File: config.mk
export PLATFORM = sky130hd
export DESIGN_NAME = rf_write_arbiter
export DESIGN_NICKNAME = d
export VERILOG_FILES = /design/src/rtl/rf_write_arbiter.sv
export SDC_FILE = /design/constraint.sdc
export NUM_CORES = 1
export LEC_CHECK = 0
export CORE_ASPECT_RATIO = 1.5
export CORE_MARGIN = 2
export CORE_UTILIZATION = 55
export DETAILED_ROUTE_END_ITERATION = 10
export MAX_ROUTING_LAYER = met4
export PLACE_DENSITY_LB_ADDON = 0.2
export SYNTH_ARGS = -nofsm -noshare
export SYNTH_HDL_FRONTEND = slang
export SYNTH_SLANG_ARGS = --single-unit
File: constraint.sdc
create_clock -name CLK -period 4.12 [get_ports CLK]
set_input_delay 0.618 -clock CLK [delete_from_list [all_inputs] [get_ports CLK]]
set_output_delay 0.618 -clock CLK [all_outputs]
set_load 0.05 [all_outputs]
File: src/rtl/rf_write_arbiter.sv
// Register-file write-port arbiter: merges pipeline writeback with a 2-entry
// load-return FIFO, with head ageing, a stall request and a pending-write mask.
module rf_write_arbiter #(
   parameter int unsigned MAXWAIT = 4
) (
   input  logic        CLK,
   input  logic        RST,
   input  logic        WB_REQ,
   input  logic [3:0]  WB_C,
   input  logic [31:0] WB_D,
   input  logic        LD_VALID,
   input  logic [3:0]  LD_C,
   input  logic [31:0] LD_D,
   output logic        LD_READY,
   input  logic        PC_EN,
   output logic        RFLd,
   output logic [3:0]  C,
   output logic [31:0] PW,
   output logic        HZPCld,
   output logic        STALL,
   output logic [15:0] BUSY_MASK,
   output logic        ERR
);

   localparam int unsigned RW    = 4;
   localparam int unsigned DW    = 32;
   localparam int unsigned AW    = 3;
   localparam int unsigned NREG  = 16;
   localparam int unsigned DEPTH = 2;
   localparam logic [AW-1:0] AGE_MAX = '1;

   typedef struct packed {
      logic [RW-1:0] c;
      logic [DW-1:0] d;
   } wr_t;

   wr_t             r_fifo [DEPTH];
   logic [DEPTH-1:0] r_val;
   logic [AW-1:0]   r_age;
   logic            r_ld_ready;
   logic            r_rfld;
   logic [RW-1:0]   r_c;
   logic [DW-1:0]   r_pw;
   logic            r_stall;
   logic [NREG-1:0] r_busy;
   logic            r_err;

   wr_t             w_fifo_n [DEPTH];
   logic [DEPTH-1:0] w_val_n;
   logic [AW-1:0]   w_age_n;
   logic            w_pop;
   logic            w_push;
   logic            w_gnt;
   logic [RW-1:0]   w_c_n;
   logic [DW-1:0]   w_pw_n;
   logic [NREG-1:0] w_busy_n;

   // Grant, FIFO shift/fill, head ageing and next pending-write mask.
   always_comb begin
      w_fifo_n = r_fifo;
      w_val_n  = r_val;
      w_age_n  = r_age;
      w_busy_n = '0;
      w_pop    = ~WB_REQ & r_val[0];
      w_push   = LD_VALID & r_ld_ready;
      w_gnt    = WB_REQ | r_val[0];
      w_c_n    = r_c;
      w_pw_n   = r_pw;

      if (WB_REQ) begin
         w_c_n  = WB_C;
         w_pw_n = WB_D;
      end else if (r_val[0]) begin
         w_c_n  = r_fifo[0].c;
         w_pw_n = r_fifo[0].d;
      end

      if (w_pop) begin
         w_fifo_n[0] = r_fifo[1];
         w_val_n[0]  = r_val[1];
         w_val_n[1]  = 1'b0;
      end
      // New entry lands in the first free slot after any pop has shifted.
      if (w_push) begin
         if (!w_val_n[0]) begin
            w_fifo_n[0] = '{c: LD_C, d: LD_D};
            w_val_n[0]  = 1'b1;
         end else begin
            w_fifo_n[1] = '{c: LD_C, d: LD_D};
            w_val_n[1]  = 1'b1;
         end
      end

      if (w_pop || !r_val[0])
         w_age_n = '0;
      else if (r_age != AGE_MAX)
         w_age_n = r_age + AW'(1);

      for (int i = 0; i < int'(DEPTH); i++)
         if (w_val_n[i]) w_busy_n[w_fifo_n[i].c] = 1'b1;
      if (w_gnt) w_busy_n[w_c_n] = 1'b1;
   end

   always_ff @(posedge CLK or negedge RST) begin
      if (!RST) begin
         for (int i = 0; i < int'(DEPTH); i++) r_fifo[i] <= '0;
         r_val      <= '0;
         r_age      <= '0;
         r_ld_ready <= 1'b0;
         r_rfld     <= 1'b0;
         r_c        <= '0;
         r_pw       <= '0;
         r_stall    <= 1'b0;
         r_busy     <= '0;
         r_err      <= 1'b0;
      end else begin
         r_fifo     <= w_fifo_n;
         r_val      <= w_val_n;
         r_age      <= w_age_n;
         r_ld_ready <= ~w_val_n[DEPTH-1];
         r_rfld     <= w_gnt;
         r_c        <= w_c_n;
         r_pw       <= w_pw_n;
         r_stall    <= (w_age_n == AW'(MAXWAIT));
         r_busy     <= w_busy_n;
         r_err      <= r_err | (WB_REQ & r_stall);
      end
   end

   assign LD_READY  = r_ld_ready;
   assign RFLd      = r_rfld;
   assign C         = r_c;
   assign PW        = r_pw;
   assign STALL     = r_stall;
   assign BUSY_MASK = r_busy;
   assign ERR       = r_err;
   assign HZPCld    = PC_EN | (r_rfld & (r_c == 4'hF));

endmodule

After elaboration in Yosys (flattened, before gate mapping)
Cells that the tools add are included.
{"block": "word_totals", "reg_bits": 133, "out_inout_bits": 57}
{"block": "op_classes", "addsub": 1, "n_lt_le_gt_ge": 6, "eq_ne": 3, "n_mux": 22, "bitwise_logic": 11, "n_reduce_logical": 7}
{"operator": "36-bit two-way mux", "n": 3}
{"operator": "72-bit two-way mux", "n": 1}
{"operator": "32-bit two-way mux", "n": 2}
{"operator": "16-bit two-way mux", "n": 3}
{"operator": "16-bit OR", "n": 2}
{"operator": "4-bit by 5-bit < comparator with 1-bit output (second input constant)", "n": 3}
{"operator": "1-bit demux with 4-bit select", "n": 3}
{"operator": "4-bit by 1-bit >= comparator with 1-bit output (second input constant)", "n": 3}
{"operator": "4-bit two-way mux", "n": 2}
{"operator": "3-bit two-way mux", "n": 2}
{"operator": "1-bit AND", "n": 4}
{"operator": "4-bit == test (second input constant)", "n": 1}
{"operator": "1-bit two-way mux", "n": 4}
{"operator": "2-bit two-way mux", "n": 2}
{"operator": "3-bit by 1-bit adder with 3-bit output (second input constant)", "n": 1}
{"operator": "3-bit == test (second input constant)", "n": 1}
{"operator": "1-bit logical AND", "n": 3}
{"operator": "3-bit inequality test (second input constant)", "n": 1}
{"operator": "1-bit OR", "n": 3}
{"operator": "1-bit NOT", "n": 2}
{"operator": "2-bit AND reduction", "n": 1}
{"operator": "2-bit nonzero test", "n": 1}
{"operator": "1-bit logical NOT", "n": 1}
{"operator": "1-bit logical OR", "n": 1}

Longest topological paths before layout
Gate-level depths: netlist of run 1.
{"block": "depth", "word_depth": 14, "depth_mapped": 7, "mapped_depth_nobuf": 5}

Worst setup path after synthesis of run 1
OpenSTA, ideal clock, no wires.
{"block": "synth_timing", "path_type": "flip-flop to output port", "from": "register r_c[0], in the netlist C[0]", "to": "output HZPCld", "arrival_ps": 1166, "required_time_ps": 3502, "setup_slack_ps": 2336, "stages_incl_launch_ff": 3, "path_cell_list": "dfrtp_1 and3_1 a31o_2"}
{"block": "synth_between", "elab_chain_cells": 3}
{"item": "start, declared", "line": "42", "rtl": "logic [RW-1:0] r_c;"}
{"item": "start signal, assigned", "line": "122", "rtl": "r_c <= w_c_n;"}
{"item": "4-bit == test", "line": "137", "rtl": "assign HZPCld = PC_EN | (r_rfld & (r_c == 4'hF));"}
{"item": "1-bit AND", "line": "137"}
{"item": "1-bit OR", "line": "137"}
{"item": "end, declared", "line": "19", "rtl": "output logic HZPCld,"}
No other way between the ends.

Worst setup path in the final report of run 1
{"block": "layout_timing", "from": "input PC_EN", "to": "output HZPCld"}
{"block": "layout_between", "elab_chain_cells": 1}
{"item": "start, declared", "line": "15", "rtl": "input logic PC_EN,"}
{"item": "1-bit OR", "line": "137"}
No other way between the ends.

==> results.sh, run 1 <==
export IMPL_post_cts_buffers=0
export IMPL_ir_worst_vdd_mv=0.523
export IMPL_dr_pass1_iters=5
export IMPL_drtIter0Drc=395
export IMPL_synth_cell_type_count=45
export IMPL_final_min_clock_period_ns=2.58
export IMPL_core_rowCount=48
export IMPL_async_reset_ff_frac=1.00
export IMPL_grt_total_usage=0.290
export IMPL_hp_class="primary input to asynchronous set/reset pin"
export IMPL_maxSlewHeadroom=0.367
export IMPL_cts_buffer_depth=2
export IMPL_overflow=0
export IMPL_post_drt_wl_per_cell_um=18.1
export IMPL_finClkSkew_ns=0.00960
export IMPL_setup_viol=0
export IMPL_worstPathArrival_ns=1.96
export IMPL_clkTransAtPathRegs_ns=0.06
export IMPL_ctsResizeCount=0
export IMPL_syn_num_nets=741
export IMPL_hpwl_um=11600
export IMPL_synth_top_area_cell="dfrtp_1"
export IMPL_cp_start_kind="primary input"
export IMPL_cts_hold_buf=0
export IMPL_grt_pass1_wl_um=27100
export IMPL_r2r_end="BUSY_MASK[2]"
export IMPL_synth_edf_count=0
export IMPL_fp_coreArea_um2=11400
export IMPL_ant_nets=0
export IMPL_required_ns=3.50
export IMPL_power_mw=6.30
export IMPL_gr_usage_met2=0.503
export IMPL_r2r_slack_ns=1.56
export IMPL_worst_slew_pin_slew_ns=0.949
export IMPL_ys_warn_count=0
export IMPL_grt_pass1_vias=5473
export IMPL_grt_max_degree=73
export IMPL_areaGrowthSynthToFinish_pct=30.9
export IMPL_via_count=5429
export IMPL_fmaxAchievable_mhz=388
export IMPL_insertion_delay_ns=0.41
export IMPL_cts_root_buf="clkbuf_16"
export IMPL_port_buffers=133
export IMPL_cp_end_kind="output port"
export IMPL_hold_viol=0
export IMPL_rr_worst_depth=6
export IMPL_die_height_um=136
export IMPL_ys_seq_area_frac=0.522
export IMPL_drcViolationCount=0
export IMPL_critPathKind="primary input to output port"
export IMPL_timing_rr_start="r_val[0]"
export IMPL_outcome="finished, final reports clean"
export IMPL_ys_seq_elements=133
export IMPL_p_leak_nw=3.88
export IMPL_yosys_area_top_type_share=0.522
export IMPL_ios=134
export IMPL_synthFlopType="dfrtp_1"
export IMPL_drv_slew=0
export IMPL_cts_made_buffers=17
export IMPL_yosys_top_cells_area="dfrtp_1 52%, mux2i_1 12%, nand2_1 11%, o21ai_0 6.2%, buf_2 1.3%"
export IMPL_cp_max_fo=1
export IMPL_power_per_cell_area_nw_per_um2=755
export IMPL_syn_area_um2=6370
export IMPL_cts_htree_levels=4
export IMPL_synthCells=663
export IMPL_gp_congestion=0.951
export IMPL_start_util=0.559
export IMPL_fp_dieArea_um2=12500
export IMPL_rsz0062_at_grt="false"
export IMPL_cts_tree="built"
export IMPL_grt_busiest_layer="met2"
export IMPL_synth_most_common_cell="nand2_1"
export IMPL_cap_violations=0
export IMPL_postSynthAreaPerCell_um2=9.62
export IMPL_routed_wl_um=17000
export IMPL_n_antenna_cell=0
export IMPL_drive_above_1_share=0.0694
export IMPL_antenna_found_initial=0
export IMPL_routed_via_density=5.76
export IMPL_numClockSinks=133
export IMPL_tns_ns=0
export IMPL_grtUsageMet3=0.0549
export IMPL_period_share=0.625
export IMPL_die_w_um=91.9
export IMPL_final_nets=857
export IMPL_netlist_top_cells_count="194 x nand2_1, 133 x dfrtp_1, 79 x o21ai_0"
export IMPL_use_met1=0.319
cells in the final DEF, fill, tap and decap left out, types with 2 or more instances in the layout:
cell               n
nand2_1          194
dfrtp_1          132
clkdlybuf4s50_1  131
o21ai_0           79
mux2i_1           75
clkbuf_16         17
nor2_1            15
nor4_1            10
buf_4             10
nor3_1             9
a31oi_1            9
nand3_1            8
o221ai_1           8
nand2b_1           7
nor2b_1            7
a21oi_1            6
inv_1              5
a32oi_1            4
o211ai_1           4
and3_1             4
o2111ai_1          4
o21a_1             3
mux2_2             3
or4_1              3
clkinv_4           3
bufinv_16          3
clkinvlp_4         3
or2_2              2
a21o_1             2
o21ai_1            2
mux2_4             2
o32ai_1            2
nor4b_1            2
or3_1              2
inv_6              2
worst max-delay path: stages:
cell and delay [ns]:
clkdlybuf4s50_1 0.46, a31o_2 0.09, clkdlybuf4s50_1 0.79
power by group:
group,internal [mW],switching [mW]
combinational,0.944,1.56
sequential,1.81,0.417
clock,0.977,0.588
logic make-up after synthesis:
family / after synthesis / synth area share
AO/OA/AOI/OAI: 127 / 0.119
XOR/XNOR: 1 / 0.00137
adder cells (fa/ha/maj): 1 / 0.00196
buffers and inverters: 51 / 0.0444
flip-flops: 133 / 0.522
AND/OR/NAND/NOR: 270 / 0.183
multiplexers: 80 / 0.128
final cells by class:
class / instances / area, µm²
Fill cell: 816 / 3070
Sequential cell: 133 / 3330
Clock buffer: 19 / 443
Inverter: 5 / 18.8
Tap cell: 150 / 188
Timing Repair Buffer: 143 / 1410
Clock inverter: 13 / 173
Multi-Input combinational cell: 479 / 2780
flip-flops by register name, indices dropped and copies added (netlist names):
signal,cells
r_fifo,72
PW,32
BUSY_MASK,16
C,4
r_age,3
r_val,2
ERR,1
LD_READY,1
RFLd,1
STALL,1
through the flow:
| step | hold WS (ns) | cell area (µm²) | util | cells | setup WS [ns] |
|---|---|---|---|---|---|
| global route | 0.363 | 8340 | 0.731 | 942 | 1.47 |
| finish | 0.293 | 8340 | 0.731 | 942 | 1.54 |
| global placement | 0.440 | 7730 | 0.677 | 910 | 1.35 |
| floorplan | 0.322 | 6370 | - | 663 | 2.34 |
| CTS | 0.334 | 8340 | 0.731 | 942 | 1.53 |
| detailed placement | 0.461 | 7730 | 0.677 | 910 | 1.23 |
routing by layer:
layer / wire, µm / part of all wire
met5: 0 / 0
met4: 621 / 0.037
met3: 685 / 0.040
met2: 9130 / 0.54
met1: 6570 / 0.39
worst max path at each step:
| stage | from | to | slack, ns | cells after the start |
|---|---|---|---|---|
| floorplan | C[0] | HZPCld | 2.34 | 2 |
| global route | WB_REQ | BUSY_MASK[8] | 1.47 | 5 |
| CTS | PC_EN | HZPCld | 1.53 | 3 |
| global placement | WB_REQ | BUSY_MASK[8] | 1.35 | 5 |
| finish | PC_EN | HZPCld | 1.54 | 3 |
| detailed placement | WB_REQ | BUSY_MASK[8] | 1.23 | 5 |
(Power assumes the default switching activity.)
==> run 2: changes to the inputs <==
CORE_UTILIZATION = 51   (was 55)
clock period = 2.5 ns   (was 4.12 ns; I/O delays follow)
==> run 2 against run 1 <==
Compared with the run above:
- count of clock-buffer cells in the layout is the same
- cell count grew 1.9%
- total power grew 69%
- clock skew shrank 0.0041 ns
- die area grew 7.6%
- routed wire length grew 3.2%
- clock power grew 75%
- sequential cell count is the same
- sequential power grew 64%
- non-clock buffer count grew 14
- register-to-register slack lost 1.1 ns
- utilization shrank 4.2 points
==> results.sh, run 2 (synthesis results as in run 1) <==
export IMPL_worstPathArrival_ns=1.94
export IMPL_hold_viol=0
export IMPL_grt_pass1_vias=5523
export IMPL_ir_worst_vdd_mv=0.786
export IMPL_grt_pass1_wl_um=28300
export IMPL_routed_via_density=5.64
export IMPL_cp_end_kind="output port"
export IMPL_drv_slew=0
export IMPL_overflow=0
export IMPL_drtIter0Drc=337
export IMPL_areaGrowthSynthToFinish_pct=33.3
export IMPL_worst_slew_pin_slew_ns=0.607
export IMPL_clkTransAtPathRegs_ns=0.06
export IMPL_rr_worst_depth=4
export IMPL_fp_coreArea_um2=12300
export IMPL_largest_register_ffs=72
export IMPL_port_buffers=133
export IMPL_setup_ws_ns=0.188
export IMPL_ios=134
export IMPL_power_per_cell_area_nw_per_um2=1250
export IMPL_worst_hold_slack_ns=0.368
export IMPL_post_drt_wl_per_cell_um=18.3
export IMPL_cp_start_kind="flop"
export IMPL_insertion_delay_ns=0.41
export IMPL_p_leak_nw=3.97
export IMPL_grt_total_usage=0.283
export IMPL_cts_tree="built"
export IMPL_instances_no_fill=960
export IMPL_antenna_found_initial=0
export IMPL_cp_max_fo=3
export IMPL_worstHoldStart="WB_REQ"
export IMPL_fp_dieArea_um2=13400
export IMPL_rsz0062_at_grt="false"
export IMPL_core_rowCount=50
export IMPL_hp_class="primary input to flop"
export IMPL_cts_made_buffers=17
export IMPL_power_mw=10.6
export IMPL_crit_path_start="C[2]"
export IMPL_period_share=0.925
export IMPL_start_util=0.517
export IMPL_fmaxAchievable_mhz=433
export IMPL_n_fill_cell=988
export IMPL_cap_violations=0
export IMPL_finClkSkew_ns=0.00551
export IMPL_critPathKind="flop to output port"
export IMPL_cts_htree_levels=4
export IMPL_holdPathStages=3
export IMPL_pre_cts_ws_ns=0.268
export IMPL_dp_cells=929
export IMPL_layout_commonest_cell="nand2_1"
export IMPL_die_height_um=141
export IMPL_required_ns=2.12
export IMPL_drive_above_1_share=0.0821
export IMPL_n_antenna_cell=0
export IMPL_ant_nets=0
export IMPL_cts_root_buf="clkbuf_16"
export IMPL_largest_register="r_fifo"
export IMPL_numClockSinks=133
export IMPL_mostFrequentLayoutCells="194 x nand2_1, 132 x dfrtp_1, 131 x clkdlybuf4s50_1, 79 x o21ai_0, 75 x mux2i_1"
export IMPL_cts_buffer_depth=2
export IMPL_routed_wl_um=17500
export IMPL_via_count=5417
export IMPL_tns_ns=0
export IMPL_final_min_clock_period_ns=2.31
export IMPL_dr_pass1_iters=5
export IMPL_setup_viol=0
export IMPL_gp_congestion=0.992
export IMPL_drcViolationCount=0
export IMPL_outcome="finished, final reports clean"
export IMPL_timing_rr_start="r_val[0]"
export IMPL_maxSlewHeadroom=0.595
export IMPL_die_w_um=95.3
export IMPL_hpwl_um=12700
export IMPL_grt_max_degree=73
export IMPL_final_nets=871
run 2: changes by cell type in the layout (fill, tap and decap cells not counted):
cell,delta
buf_4,+12
bufinv_16,+2
clkinvlp_4,-1
buf_12,+1
dlygate4sd3_1,+1
inv_8,-1
clkinv_2,-1
inv_6,-1
run 2: cell type report:
class	count	area, µm²	share of cell area
repair buffers	157	1530	0.180
multi-input cells	479	2780	0.327
inverters	5	18.8	0.00221
flip-flops and latches	133	3330	0.392
well taps	156	195	0.0230
clock buffers	19	443	0.0521
clock inverters	11	200	0.0236
run 2: per-layer routing:
| metal | global-route usage | up-vias | share of wire | routed length, µm |
|---|---|---|---|---|
| li1 | - | 2555 | - | - |
| met5 | - | - | 0 | 0 |
| met4 | 0.131 | 0 | 0.037 | 648 |
| met3 | 0.0588 | 43 | 0.041 | 719 |
| met1 | 0.324 | 2648 | 0.39 | 6930 |
| met2 | 0.470 | 171 | 0.53 | 9250 |
run 2: timing repair:
action                    in CTS  in global routing
hold buffers                   1                  0
hold endpoints to repair      43                  0
buffers inserted               0                  0
gates resized for setup        0                  0
run 2: final timing paths:
| check | to | slack (ns) |
|---|---|---|
| min in group asynchronous | r_val[0] | 0.51 |
| setup reg to reg | BUSY_MASK[7] | 0.50 |
| setup / recovery | HZPCld | 0.19 |
| hold / removal | PW[31] | 0.37 |
| max in group asynchronous | PW[17] | 1.28 |
| hold reg to reg | ERR | 0.46 |
run 2: worst max-delay path, stage by stage, from the launching register on:
cell and delay, ns:
dfrtp_1 0.40, and3_1 0.19, a31o_2 0.24, clkdlybuf4s50_1 0.70
run 2: through the flow:
stage | instance area [µm²] | utilization
global route | 8500 | 0.690
floorplan | 6370 | -
finish | 8500 | 0.690
detailed placement | 7850 | 0.637
global placement | 7850 | 0.637
CTS | 8500 | 0.690
run 2: report_power, final:
part / internal, mW / leakage [nW] / switching (mW)
sequential: 2.98 / 1.67 / 0.654
combinational: 1.62 / 1.99 / 2.64
clock: 1.79 / 0.306 / 0.946
==> run 3: changes to the inputs <==
CORE_UTILIZATION = 55   (was 51)
clock period = 2.8 ns   (was 2.5 ns; I/O delays follow)
==> run 3 against run 2 <==
Compared with the run above:
- total power shrank 13%
- largest cell class unchanged
- clock skew about the same
- utilization grew 4.5 points
==> results.sh, run 3 (synthesis results as in run 1) <==
export IMPL_cts_tree="built"
export IMPL_n_antenna_cell=0
export IMPL_p_sw_mw=3.82
export IMPL_setup_ws_ns=0.439
export IMPL_via_count=5464
export IMPL_grt_pass1_wl_um=27700
export IMPL_cts_buffer_depth=2
export IMPL_critPathKind="flop to output port"
export IMPL_path_cells="and3_1 > a31o_2 > clkdlybuf4s50_1"
export IMPL_layout_commonest_cell="nand2_1"
export IMPL_grt_total_usage=0.293
export IMPL_pwr_share_comb=0.406
export IMPL_rr_worst_depth=5
export IMPL_maxSlewHeadroom=0.480
export IMPL_final_nets=862
export IMPL_place_area_um2=7770
export IMPL_power_mw=9.26
export IMPL_post_drt_wl_per_cell_um=18.2
export IMPL_n_fill_cell=839
export IMPL_dp_cells=914
export IMPL_cts_htree_levels=4
export IMPL_insertion_delay_ns=0.42
export IMPL_cp_end_kind="output port"
export IMPL_core_rowCount=48
export IMPL_fp_dieArea_um2=12500
export IMPL_ant_nets=0
export IMPL_routed_wl_um=17200
export IMPL_dr_pass1_iters=5
export IMPL_drcViolationCount=0
export IMPL_cp_start_kind="flop"
export IMPL_fmaxAchievable_mhz=424
export IMPL_power_frac_clock=0.244
export IMPL_fp_coreArea_um2=11400
export IMPL_instances_no_fill=947
export IMPL_grt_pass1_vias=5593
export IMPL_rsz0062_at_grt="false"
export IMPL_timing_rr_start="r_val[0]"
export IMPL_drv_slew=0
export IMPL_areaGrowthSynthToFinish_pct=31.5
export IMPL_numClockSinks=133
export IMPL_hpwl_um=12100
export IMPL_setup_viol=0
export IMPL_start_util=0.559
export IMPL_crit_family="buffers and inverters"
export IMPL_finClkSkew_ns=0.00558
export IMPL_mostFrequentLayoutCells="194 x nand2_1, 132 x dfrtp_1, 131 x clkdlybuf4s50_1, 79 x o21ai_0, 75 x mux2i_1"
export IMPL_drtIter0Drc=267
export IMPL_critPathBufInv=1
export IMPL_outcome="finished, final reports clean"
export IMPL_final_cell_area_um2=8390
export IMPL_overflow=0
export IMPL_port_buffers=133
export IMPL_fin_util=0.735
export IMPL_drive_above_1_share=0.0753
export IMPL_grt_max_degree=83
export IMPL_r2r_slack_ns=0.77
export IMPL_hp_class="primary input to asynchronous set/reset pin"
export IMPL_pre_cts_ws_ns=0.588
export IMPL_worst_hold_slack_ns=0.464
export IMPL_power_per_cell_area_nw_per_um2=1100
export IMPL_critPathMaxStageDelay_ns=0.69
export IMPL_hold_viol=0
export IMPL_tns_ns=0
export IMPL_cts_made_buffers=17
export IMPL_gp_congestion=0.995
export IMPL_ios=134
export IMPL_required_ns=2.38
export IMPL_largest_register="r_fifo"
export IMPL_r2r_end="BUSY_MASK[5]"
export IMPL_cap_violations=0
export IMPL_p_leak_nw=3.91
export IMPL_power_frac_seq=0.350
export IMPL_cts_root_buf="clkbuf_16"
export IMPL_clkTransAtPathRegs_ns=0.06
export IMPL_final_min_clock_period_ns=2.36
export IMPL_cpMaxStageDelayCell="clkdlybuf4s50_1"
export IMPL_largest_register_ffs=72
export IMPL_worst_slew_pin_slew_ns=0.779
export IMPL_antenna_found_initial=0
export IMPL_worstPathArrival_ns=1.94
export IMPL_cp_max_fo=3
export IMPL_die_height_um=136
export IMPL_swShare=0.413
export IMPL_ctsResizeCount=0
export IMPL_ir_worst_vdd_mv=0.560
export IMPL_die_w_um=91.9
export IMPL_p_int_mw=5.44
export IMPL_period_share=0.843
export IMPL_routed_via_density=5.77
[run 3: cell count changes in the layout (fill, tap and decap cells not counted), sizes merged]
cell / delta
inv: +5
clkbuf: -1
bufinv: -3
clkinvlp: +1
buf: -9
[run 3: worst max path at each step]
stage | endpoint | slack [ns] | from | depth (start not counted)
final | HZPCld | 0.44 | C[2] | 3
after global routing | HZPCld | 0.39 | C[2] | 3
after CTS | HZPCld | 0.43 | C[2] | 3
after detailed placement | BUSY_MASK[9] | 0.59 | LD_VALID | 5
after global placement | HZPCld | 0.62 | PC_EN | 3
after floorplan | BUSY_MASK[6] | 1.06 | LD_READY | 4
[run 3: cell type report]
cell class / count / area, µm² / share of cell area
sequential: 133 / 3330 / 0.397
timing repair buffer: 148 / 1460 / 0.175
clock inverter: 14 / 166 / 0.0198
clock buffer: 18 / 439 / 0.0524
multi-input combinational: 479 / 2780 / 0.332
tap: 150 / 188 / 0.0224
inverter: 5 / 18.8 / 0.00224
[run 3: timing repair]
action / in CTS / in global routing
setup buffers: 0 / 0
hold buffers: 1 / 0
endpoints found under the setup margin: 0 / 0
hold endpoints to repair: 25 / 0
[run 3: power groups by stage]
stage / combinational [mW] / sequential, mW / clock [mW]
after floorplan: 1.95 / 3.82 / 0
after global placement: 3.63 / 3.22 / 0
after detailed placement: 3.73 / 3.26 / 0
after CTS: 3.76 / 3.24 / 2.28
after global routing: 4.06 / 3.33 / 2.37
final: 3.76 / 3.24 / 2.26
[run 3: worst register-to-register path, stage by stage (launching register included)]
cell and delay, ns:
dfrtp_2 0.61, buf_4 0.38, mux2i_1 0.12, o21ai_1 0.33
nand2b_1 0.29, o221ai_1 0.15
[run 3: per-layer routing]
layer | up-vias | wire (µm) | GRT usage
li1 | 2544 | - | -
met1 | 2631 | 6470 | 0.327
met2 | 233 | 9130 | 0.502
met3 | 56 | 862 | 0.0488
met4 | 0 | 739 | 0.162
met5 | - | 0 | -
==> RTL change 1 (flow settings as in run 2) <==
Reset style: synchronous (`RST`), changed in one clocked block.
--- a/src/rtl/rf_write_arbiter.sv
+++ b/src/rtl/rf_write_arbiter.sv
@@ -101,7 +101,7 @@
       if (w_gnt) w_busy_n[w_c_n] = 1'b1;
    end
 
-   always_ff @(posedge CLK or negedge RST) begin
+   always_ff @(posedge CLK) begin
       if (!RST) begin
          for (int i = 0; i < int'(DEPTH); i++) r_fifo[i] <= '0;
          r_val      <= '0;
Function: differs if RST is asserted again (counterexample within 4 cycles, from zero or initial values and one cycle with RST low); with RST held inactive, the same outputs for 4 cycles.
==> RTL change 1 against run 2 <==
- sequential share of layout area decreased by 7.2 points
- synthesized cell count up 17%
- design area decreased by 1.9%
- sequential cell count did not move
- worst setup slack gained 0.18 ns
- routed wire length is 15% higher
- global-route usage increased by 3.9 points
- synthesized area shrank 2.9%
Power is not compared: it rests on default switching activity, and its combinational part moved more than twofold at a synthesized area within 25%.
==> RTL change 1: results (changes against run 2) <==
H-Tree Level Count - 4 (unchanged)
worst reg2reg path depth - 5 (+1)
routed vias/inst - 5.797 (+2.7%)
1st-iter DRT viols - 345 (+2.4%)
Most used DFF post-synth - dfxtp_1
startpoint of the worst-slack reg-to-reg timing path - r_val[0]
Hold Crit Depth - 2 (-1)
pin count of the biggest net entering global routing - 54 (-26%)
nets - 973 (+12%)
top cell type's share of synthesized area - 43.00% (-9.2 points)
Synth cell types - 58 (+29%)
syn avg cell area - 7.969 um^2 (-17%)
CP peak stage delay - 0.87 ns (+0.17 ns)
clk_skew - 0.01192 ns (+0.006410 ns)
largest reg by FF count - r_fifo
Worst Hold End - r_fifo[3]
placed insts - 1029 (+11%)
Post-Place Setup Slack - 0.1657 ns (-0.1024 ns)
first-pass GRT wire length - 32.08 mm (+13%)
Layout Cells excl Fill - 1061 (+11%)
number of global-route vias before repair - 6248 (+13%)
syn_nets - 855 (+15%)
WL per Instance - 18.95 um (+3.7%)
Max Clk Rate - 0.4682 GHz (+8.2%)
Final HPWL DP - 13.73 mm (+8.4%)
flop2flop setup slack - 0.52 ns (+0.02 ns)
Tightest Pin Transition - 0.7678 ns (+0.1604 ns)
Hold Path Origin - r_fifo[3]
sequential area share after synthesis - 43.00% (-9.2 points)
filler cell count - 933 (-5.6%)
CP top delay family - buffers and inverters
CP arrival - 1.76 ns (-0.18 ns)
GR Util All Layers - 32.22% (+3.9 points)
largest cells by area after synthesis - dfxtp_1, nand2_1, nor2_1, mux2i_1, a21oi_1
reg-to-reg endpoint - r_fifo[58]
Hold Path Class - flop to flop
status - completed
I/O Buffers - 133 (unchanged)
layout cells sized above 1 - 8.700% (+0.49 points)
gpl congestion - 0.9357 (-5.7%)
Async S/R FF share, synth - 0% (-100 points)
## RTL change 1: cell count changes in the layout (fill, tap and decap cells not counted), sizes merged, moves of 30 or more
cell,change
dfrtp,-133
a21oi,+63
nand2,-30
nor2,+106
o21ai,-68
dfxtp,+133
mux2i,-32
a311oi,+35
## RTL change 1: layout make-up
| type | instances | area, um^2 | area share [%] |
|---|---|---|---|
| clock buffer | 17 | 425.4 | 5.104 |
| clock inverter | 15 | 227.7 | 2.732 |
| inverter | 3 | 11.26 | 0.1351 |
| multi-input combinational | 578 | 3246 | 38.94 |
| sequential | 133 | 2664 | 31.96 |
| tap | 153 | 191.4 | 2.297 |
| timing repair buffer | 162 | 1569 | 18.83 |
## RTL change 1: cell families (layout without fill, tap and decap cells)
family / count (synthesis) / count (layout) / share of synthesized area (%)
AND/OR/NAND/NOR: 346 / 346 / 23.62
XOR/XNOR: 1 / 1 / 0.1415
AO/OA/AOI/OAI: 186 / 186 / 20.59
adder cells (fa/ha/maj): 1 / 1 / 0.2020
buffers and inverters: 66 / 197 / 5.052
flip-flops: 133 / 133 / 43.00
multiplexers: 44 / 44 / 7.395
## RTL change 1: routing by layer
| layer | GRT usage, % | part of all wire, % | up-vias |
|---|---|---|---|
| li1 | - | - | 2932 |
| met1 | 35.69 | 38 | 2932 |
| met2 | 56.35 | 53 | 233 |
| met3 | 6.141 | 5.2 | 54 |
| met4 | 12.20 | 3.4 | 0 |
| met5 | - | 0 | - |
## RTL change 1: worst max-delay path by stage
stage | startpoint | end | cells past startpoint
2_1_floorplan | LD_READY | BUSY_MASK[1] | 5
3_3_place_gp | LD_C[0] | r_fifo[68] | 4
3_5_place_dp | LD_VALID | r_fifo[17] | 6
4_1_cts | LD_READY | LD_READY | 1
5_1_grt | LD_READY | LD_READY | 1
6_report | LD_READY | LD_READY | 1
## RTL change 1: stage by stage
step | instance area [um^2] | hold slack [ns] | power (mW)
detailed placement | 7681 | 0.4485 | 3.148
finish | 8334 | 0.4587 | 5.891
CTS | 8334 | 0.4578 | 5.915
global placement | 7681 | 0.4418 | 3.137
global route | 8334 | 0.4768 | 6.074
floorplan | 6192 | 0.4366 | 2.799
## RTL change 1: where the power goes
part | switching (mW) | leakage, nW | internal (mW)
clock | 0.991 | 0.320 | 1.78
combinational | 0.488 | 1.55 | 0.346
sequential | 0.0717 | 1.09 | 2.21
total | 1.55 | 2.95 | 4.34
==> RTL change 2 (config.mk and constraints of run 2) <==
Without the edit above. Set the localparam `DEPTH` to 4 (it was 2).
--- a/src/rtl/rf_write_arbiter.sv
+++ b/src/rtl/rf_write_arbiter.sv
@@ -26,7 +26,7 @@
    localparam int unsigned DW    = 32;
    localparam int unsigned AW    = 3;
    localparam int unsigned NREG  = 16;
-   localparam int unsigned DEPTH = 2;
+   localparam int unsigned DEPTH = 4;
    localparam logic [AW-1:0] AGE_MAX = '1;
 
    typedef struct packed {
Check against the original RTL: not equivalent (Yosys sat finds a counterexample within 4 cycles, from zero or initial values and one cycle with RST low).
==> RTL change 2 against run 2 <==
- design area fell by 0.21%
- largest power group is now sequential cells
- critical path type unchanged
- count of clock-buffer cells in the layout fell by 1
- routed wire length rose by 6.3%
- synthesized area rose by 1.4%
- critical endpoint is now LD_READY
- sequential cell count did not move
- worst hold slack improved by 0.092 ns
- total power fell by 8.8%
- utilization fell by 0.83 points
- worst setup slack improved by 0.20 ns
==> RTL change 2: results (changes against run 2) <==
status - completed
number of global-route vias before repair - 5548 (+0.45%)
CP Max Fanout - 6 (+3)
clk_skew - 0.009622 ns (+0.004111 ns)
pin count of the biggest net entering global routing - 61 (-16%)
layout cells sized above 1 - 8.765% (+0.56 points)
Hold Path Class - flop to flop
total CTS buffers - 17 (unchanged)
cell leakage power - 3.907 nW (-1.6%)
largest cells by area after synthesis - dfrtp_1, mux2i_1, nand2_1, o21ai_0, a31oi_1
Synth top cells by count - nand2_1, dfrtp_1, mux2i_1
nets - 877 (+0.69%)
Final HPWL DP - 13.39 mm (+5.7%)
gpl congestion - 0.9165 (-7.6%)
Worst slew margin - 56.82% (-2.7 points)
Routed Wire Length - 18.65 mm (+6.3%)
Hold Path Origin - ERR
placed insts - 935 (+0.65%)
crit path max-delay cell type - clkdlybuf4s50_1
syn_nets - 753 (+1.6%)
drt first pass iters - 5 (unchanged)
Resized Gates After CTS - 0 (unchanged)
startpoint of the worst-slack reg-to-reg timing path - r_val[0]
first-pass GRT wire length - 29.04 mm (+2.6%)
routed vias/inst - 5.707 (+1.1%)
Synth cell types - 43 (-4.4%)
sequential area share after synthesis - 51.50% (-0.71 points)
1st-iter DRT viols - 272 (-19%)
CP top delay family - buffers and inverters
Clock Path Buffers - 2 (unchanged)
syn avg cell area - 9.574 um^2 (-0.43%)
Peak VDD IR - 0.6671 mV (-15%)
Layout Cells excl Fill - 966 (+0.63%)
CP peak stage delay - 0.86 ns (+0.16 ns)
clk root buf - clkbuf_16
DP Area - 0.007885 mm^2 (+0.51%)
Setup crit start - LD_READY
Post-Place Setup Slack - 0.3241 ns (+0.05599 ns)
GR Util All Layers - 29.18% (+0.87 points)
==> RTL change 2: cell count changes after synthesis, sizes merged, moves of 5 or more <==
cell / before / now
a31oi: 9 / 19
nand2b: 8 / 17
buf: 30 / 37
nor3: 9 / 16
nor4: 10 / 17
nor2: 16 / 11
==> RTL change 2: path summary, 6_finish.rpt <==
path | to | slack [ns] | cells after the start
max | LD_READY | 0.39 | 1
min | ERR | 0.46 | 1
max reg2reg | BUSY_MASK[7] | 0.51 | 5
min reg2reg | ERR | 0.46 | 1
max in group asynchronous | r_fifo[122] | 1.16 | 3
min in group asynchronous | r_fifo[79] | 0.51 | 2
==> RTL change 2: area by class of cell <==
class	instances	area (um^2)
clock inverter	12	156.4
timing repair buffer	157	1529
fill	937	3969
tap	156	195.2
inverter	1	3.754
clock buffer	18	429.2
sequential	133	3329
multi-input combinational	489	2838
==> RTL change 2: report_power, final <==
part	switching, mW	internal, mW	total, mW
Sequential	0.651	2.96	3.61
Combinational	2.23	1.37	3.60
Clock	0.924	1.56	2.48
Total	3.81	5.89	9.70
==> RTL change 2: kinds of logic after synthesis <==
logic type,count (synthesis),synth area share (%)
buffers and inverters,53,4.801
xor gates and xnor gates,1,0.1356
adders and majority gates,1,0.1936
AOI/OAI and AO/OA,126,11.69
muxes,80,12.55
other,1,0.05803
DFF,133,51.50
and+or+nand+nor,280,19.07
==> RTL change 2: layer usage <==
metal / global-route usage, % / vias to the layer above / share of wire, %
met1: 34.23 / 2677 / 38
met5: - / - / 0
met3: 5.417 / 39 / 5.2
met2: 48.10 / 203 / 53
met4: 13.38 / 0 / 3.6
li1: - / 2594 / -
==> RTL change 2: timing repair <==
action | 4_1_cts | 5_1_grt
hold endpoints to repair | 39 | 0
hold buffers | 1 | 0
buffers inserted | 0 | 0
